**config.mk**
```make
export PLATFORM = sky130hd
export DESIGN_NAME = nibbler_ctrl
export DESIGN_NICKNAME = d
export VERILOG_FILES = /design/src/rtl/nibbler_pkg.sv /design/src/rtl/nibbler_outport.sv /design/src/rtl/nibbler_ctrl.sv
export VERILOG_INCLUDE_DIRS = /design/src /design/src/rtl
export SDC_FILE = /design/constraint.sdc
export NUM_CORES = 1
export LEC_CHECK = 0
export ABC_AREA = 1
export BUFFER_PORTS_ARGS = -buffer_cell sky130_fd_sc_hd__buf_4
export CAP_MARGIN = 20
export CELL_PAD_IN_SITES_DETAIL_PLACEMENT = 0
export CELL_PAD_IN_SITES_GLOBAL_PLACEMENT = 1
export CORE_MARGIN = 10
export CORE_UTILIZATION = 35
export CTS_BUF_LIST = sky130_fd_sc_hd__clkbuf_4
export DETAILED_ROUTE_END_ITERATION = 12
export GPL_TIMING_DRIVEN = 0
export MAX_ROUTING_LAYER = met4
export PLACE_DENSITY = 0.85
export SETUP_SLACK_MARGIN = 0.15
export SKIP_LAST_GASP = 1
export SLEW_MARGIN = 10
export SYNTH_ARGS = -nofsm -noshare
export SYNTH_HDL_FRONTEND = slang
export SYNTH_SLANG_ARGS = --single-unit
export TNS_END_PERCENT = 1
```
**constraint.sdc**
```tcl
create_clock -name clk -period 1.8 [get_ports clk]
set_input_delay 0.09 -clock clk [delete_from_list [all_inputs] [get_ports clk]]
set_output_delay 0.09 -clock clk [all_outputs]
set_load 0.01 [all_outputs]
```
**src/rtl/nibbler_alu_defs.sv**
```systemverilog
// ALU operation encodings shared by the NibblER ALU and everything that drives it.
`ifndef NIBBLER_ALU_DEFS_SV
`define NIBBLER_ALU_DEFS_SV

`define ALU_LD  3'd0
`define ALU_ADD 3'd1
`define ALU_NOR 3'd2
`define ALU_CMP 3'd3
`define ALU_OUT 3'd4

`endif

```
**src/rtl/nibbler_pkg.sv**
```systemverilog
// Shared types for the NibblER core: instruction opcodes, sequencer states and byte fields.
package nibbler_pkg;

  localparam int INSTR_OP_MSB  = 7;
  localparam int INSTR_OP_LSB  = 4;
  localparam int INSTR_IMM_MSB = 3;
  localparam int INSTR_IMM_LSB = 0;

  typedef enum logic [3:0] {
    OP_NOP  = 4'h0,
    OP_LDI  = 4'h1,
    OP_ADDI = 4'h2,
    OP_NORI = 4'h3,
    OP_CMPI = 4'h4,
    OP_OUT  = 4'h5,
    OP_JMP  = 4'h6,
    OP_JC   = 4'h7,
    OP_JZ   = 4'h8,
    OP_HALT = 4'hF
  } instr_op_t;

  typedef enum logic [2:0] {
    ST_IDLE,
    ST_FETCH,
    ST_DECODE,
    ST_FETCH_OP,
    ST_EXEC,
    ST_HALT
  } ctrl_state_t;

  function automatic logic is_jump(input logic [3:0] op);
    return (op == OP_JMP) || (op == OP_JC) || (op == OP_JZ);
  endfunction

endpackage

```
**src/rtl/nibbler_outport.sv**
```systemverilog
// Output port holding register: loads on OUT, holds until the consumer accepts it.
module nibbler_outport (
  input  logic       clk,
  input  logic       reset,
  input  logic       load_req,
  input  logic [3:0] load_data,
  input  logic       out_ready,
  output logic [3:0] out_data,
  output logic       out_valid,
  output logic       busy
);

  logic [3:0] data_q, data_d;
  logic       valid_q, valid_d;

  // A new load is only refused while an unaccepted value is still parked here.
  assign busy = valid_q & ~out_ready;

  always_comb begin
    data_d  = data_q;
    valid_d = valid_q;
    if (load_req && !busy) begin
      data_d  = load_data;
      valid_d = 1'b1;
    end else if (out_ready) begin
      valid_d = 1'b0;
    end
  end

  always_ff @(posedge clk) begin
    if (reset) begin
      data_q  <= 4'd0;
      valid_q <= 1'b0;
    end else begin
      data_q  <= data_d;
      valid_q <= valid_d;
    end
  end

  assign out_data  = data_q;
  assign out_valid = valid_q;

endmodule

```
**src/rtl/nibbler_ctrl.sv**
```systemverilog
// Fetch/decode/execute sequencer of the NibblER core: owns PC, IR, accumulator and flags,
// drives the shared ALU and the output port.
`include "nibbler_alu_defs.sv"

module nibbler_ctrl
  import nibbler_pkg::*;
#(
  parameter int PC_W = 8
) (
  input  logic            clk,
  input  logic            reset,
  input  logic            start,
  output logic            halted,
  output logic [PC_W-1:0] rom_addr,
  input  logic [7:0]      rom_data,
  output logic [2:0]      alu_opcode,
  output logic [3:0]      alu_a,
  output logic [3:0]      alu_b,
  input  logic [3:0]      alu_out,
  input  logic            alu_carry,
  input  logic            alu_zero,
  output logic [3:0]      out_data,
  output logic            out_valid,
  input  logic            out_ready,
  output logic [3:0]      acc,
  output logic            flag_c,
  output logic            flag_z
);

  ctrl_state_t     state_q, state_d;
  logic [PC_W-1:0] pc_q, pc_d;
  logic [7:0]      ir_q, ir_d;
  logic [3:0]      acc_q, acc_d;
  logic            flag_c_q, flag_c_d;
  logic            flag_z_q, flag_z_d;

  logic [3:0]      op;
  logic [3:0]      dec_op;
  logic [PC_W-1:0] pc_inc;
  logic [PC_W-1:0] jump_target;
  logic            jump_taken;
  logic            out_load;
  logic            out_busy;
  logic            out_stall;

  assign op          = ir_q[INSTR_OP_MSB:INSTR_OP_LSB];
  assign dec_op      = rom_data[INSTR_OP_MSB:INSTR_OP_LSB];
  assign pc_inc      = pc_q + PC_W'(1);
  assign jump_target = PC_W'(rom_data);
  assign jump_taken  = (op == OP_JMP) || ((op == OP_JC) && flag_c_q) || ((op == OP_JZ) && flag_z_q);
  assign out_stall   = out_load && out_busy;

  always_ff @(posedge clk) begin
    if (reset) begin
      state_q  <= ST_IDLE;
      pc_q     <= '0;
      ir_q     <= 8'd0;
      acc_q    <= 4'd0;
      flag_c_q <= 1'b0;
      flag_z_q <= 1'b0;
    end else begin
      state_q  <= state_d;
      pc_q     <= pc_d;
      ir_q     <= ir_d;
      acc_q    <= acc_d;
      flag_c_q <= flag_c_d;
      flag_z_q <= flag_z_d;
    end
  end

  // The opcode is still on rom_data during DECODE, before IR has captured it.
  always_comb begin
    state_d = state_q;
    case (state_q)
      ST_IDLE:     if (start) state_d = ST_FETCH;
      ST_FETCH:    state_d = ST_DECODE;
      ST_DECODE: begin
        if (is_jump(dec_op))        state_d = ST_FETCH_OP;
        else if (dec_op == OP_HALT) state_d = ST_HALT;
        else                        state_d = ST_EXEC;
      end
      ST_FETCH_OP: state_d = ST_EXEC;
      ST_EXEC:     state_d = out_stall ? ST_EXEC : ST_FETCH;
      ST_HALT:     state_d = ST_HALT;
      default:     state_d = ST_IDLE;
    endcase
  end

  always_comb begin
    pc_d     = pc_q;
    ir_d     = ir_q;
    acc_d    = acc_q;
    flag_c_d = flag_c_q;
    flag_z_d = flag_z_q;
    if (state_q == ST_DECODE) begin
      ir_d = rom_data;
      pc_d = pc_inc;
    end else if (state_q == ST_EXEC) begin
      case (op)
        OP_LDI: acc_d = alu_out;
        OP_ADDI, OP_NORI: begin
          acc_d    = alu_out;
          flag_c_d = alu_carry;
          flag_z_d = alu_zero;
        end
        OP_CMPI: begin
          flag_c_d = alu_carry;
          flag_z_d = alu_zero;
        end
        OP_JMP, OP_JC, OP_JZ: pc_d = jump_taken ? jump_target : pc_inc;
        default: pc_d = pc_q;
      endcase
    end
  end

  always_comb begin
    case (op)
      OP_LDI:  alu_opcode = `ALU_LD;
      OP_ADDI: alu_opcode = `ALU_ADD;
      OP_NORI: alu_opcode = `ALU_NOR;
      OP_CMPI: alu_opcode = `ALU_CMP;
      OP_OUT:  alu_opcode = `ALU_OUT;
      default: alu_opcode = `ALU_NOR;
    endcase
    halted   = (state_q == ST_HALT);
    out_load = (state_q == ST_EXEC) && (op == OP_OUT);
  end

  nibbler_outport u_outport (
    .clk       (clk),
    .reset     (reset),
    .load_req  (out_load),
    .load_data (alu_out),
    .out_ready (out_ready),
    .out_data  (out_data),
    .out_valid (out_valid),
    .busy      (out_busy)
  );

  assign rom_addr = pc_q;
  assign alu_a    = acc_q;
  assign alu_b    = ir_q[INSTR_IMM_MSB:INSTR_IMM_LSB];
  assign acc      = acc_q;
  assign flag_c   = flag_c_q;
  assign flag_z   = flag_z_q;

endmodule

```
==> impl_metrics.toml <==
[clocking]
cts_made_buffers = 5
root_buffer = "clkbuf_4"
cts_buffer_depth = 2
cts_tree = "done"
ctsResizeCount = 0
htreeDepth = 2
cts.clk_slew.worst_paths_ps = 100
clk-insertion-delay-late_ps = 330
clock-sinks = 30

[floorplanning]
die_h_um = 87.59
io_pins = 49
initial_utilization = 0.3647
die_x_um = 87.59
core_area_um2 = 4384
rows = 24
die_area_um2 = 7672

[sta]
rsz0062_at_grt = "false"
fin_crit_sh = 0.7841
slew_headroom = 0.6635
min_period_ps = 1411
final-setup-viol-count = 0
timing.fmax_mhz = 708.5
finalClockSkew_ps = 6.052
worst_pin_slew_ps = 504.8
final_max_slew_viol_count = 0
finalHoldViolCount = 0
fin_tns_setup_ps = 0

[layout]
area_growth_pct = 32.16
nNetsFinal = 307
n_fill_cell = 459
antenna_cells = 0
drive_gt1_frac = 0.2837
final_cell_mix = "56 x buf_4, 46 x nand2_1, 30 x dfxtp_1"
layout_commonest_cell = "buf_4"
design_area_um2 = 2113

[worst_setup_path]
critPathMaxFanout = 3
end_kind = "primary output"
worstSetupStartpointType = "flip-flop"
worstPathRequired_ps = 1710
worst-setup-path-type = "flip-flop to primary output"
critPathArrivalTime_ps = 1320

[placed_design]
routabilityCongestion = 0.8352
dpl.hpwl_mm = 3.401
portBuffers = 48
placed_cell_area_um2 = 2024

[power]
ir_drop_mv = 0.3029
p_leak_nw = 0.9541
power_density_nw_per_um2 = 776.1

[synthesis]
syn_inst = 229
synth_seq_cells = 30
synthesis.nets = 248
avgSynthCellArea_um2 = 6.983
syn-cell-area_um2 = 1599
seq_area_frac_synth = 0.3756
synth_cell_types = 28
yosysWarnings = 0

[route]
drt_first_pass_iters = 4
drc_errors = 0
vias_per_cell = 4.771
drtAntennaViolNets = 0
vias = 1627
drt_iter0_markers = 66
wire_per_inst_um = 12.47
wl_mm = 4.251

[grt]
grt_pass1_vias = 1579
grt_max_degree = 11
grt_pass1_wl_mm = 7.189
antenna_found_initial = 0
grt-ovfl-total = 0
track_usage = 0.1199

[run]
drv_cap = 0

[hold_path]
hp-class = "primary input to flip-flop"

[run_status]
outcome = "finished clean"
## power breakdown
part | total (W) | switching, W | internal, W | leakage, nW
sequential | 0.000788 | 0.0000651 | 0.000723 | 0.243
clock | 0.000378 | 0.000239 | 0.000139 | 0.0277
combinational | 0.000474 | 0.000260 | 0.000214 | 0.683
## flip-flops by register name (all words and copies together) (netlist names)
signal	cells
flag_c	1
acc	4
ir_q	8
u_outport.out_data	4
rom_addr	8
flag_z	1
u_outport.out_valid	1
state_q	3
## cells in the mapped netlist
library cell  count  area (um2)
dfxtp_1          30       600.6
ha_1              1       12.51
clkbuf_1          1       3.750
buf_6             2       22.52
buf_4             8       60.06
inv_2             4       15.01
nand3_1          19       95.09
buf_1             1       3.750
nor2_2            4       25.02
nor3_1            1       5.000
inv_1            25       93.84
buf_2             2       10.01
o21ai_1           3       15.01
nand2_1          46       172.7
o21ai_0          17       85.08
a31oi_1           1       6.260
nand2_2           1       6.260
nand2_4           2       22.52
a21oi_1          29       145.1
nor2_1           19       71.32
nand3b_1          2       15.01
nand3_2           2       20.02
o31ai_1           1       7.510
nor2_4            3       33.78
xor2_1            2       17.52
xnor2_1           1       8.760
nand3_4           1       17.52
o21bai_1          1       7.510
## timing repair
item,4_1_cts,5_1_grt
hold buffers,4,0
hold endpoints to repair,4,0
setup buffers,0,0
## metrics by stage
stage / hold WS [ps] / total power, W / utilization / setup WS (ps) / cells
finish: 21.41 / 0.001640 / 0.4820 / 388.6 / 341
global placement: 328.5 / 0.001271 / 0.4618 / 434.8 / 329
floorplan: 224.9 / 0.001100 / - / 582.6 / 229
global route: 26.30 / 0.001764 / 0.4820 / 279.1 / 341
detailed placement: 332.3 / 0.001277 / 0.4618 / 421.2 / 329
CTS: 14.70 / 0.001665 / 0.4820 / 355.2 / 341
## worst paths after layout
check | cells after the start | endpoint | slack (ps) | from
max | 3 | halted | 390 | state_q[0]$_SDFFE_PP0P_
min | 4 | rom_addr[1]$_SDFFE_PP0P_ | 20 | reset
max reg2reg | 7 | u_outport.out_data[2]$_SDFFE_PP0P_ | 420 | ir_q[4]$_SDFFE_PP0P_
min reg2reg | 2 | ir_q[0]$_SDFFE_PP0P_ | 450 | ir_q[0]$_SDFFE_PP0P_
## cells by family after synthesis
logic type,synth area share
flops,0.3756
buf+inv,0.1307
simple gates,0.3028
fa+ha+maj,0.007823
xor+xnor,0.01643
compound gates,0.1667
## layer usage
layer	part of all wire	vias up	global-route usage	routed length, um
li1	-	853	-	-
met1	0.45	730	0.1433	1919
met2	0.47	40	0.1819	1983
met3	0.071	4	0.04178	300
met4	0.011	0	0.04348	46
met5	0	-	-	0
## area by class of cell
| class | instances | area, um2 | share of cell area |
|---|---|---|---|
| Clock inverter | 3 | 11.26 | 0.005329 |
| Tap cell | 52 | 65.06 | 0.03079 |
| Multi-Input combinational cell | 156 | 789.5 | 0.3736 |
| Buffer | 14 | 100.1 | 0.04737 |
| Inverter | 29 | 108.9 | 0.05151 |
| Sequential cell | 30 | 600.6 | 0.2842 |
| Clock buffer | 5 | 37.54 | 0.01776 |
| Timing Repair Buffer | 52 | 400.4 | 0.1895 |
## critical path, cell delays in order (launching register included)
cell     delay (ps)
dfxtp_1         380
inv_1            90
nor3_1          320
buf_4           190
Power figures use the tool's default switching activity.
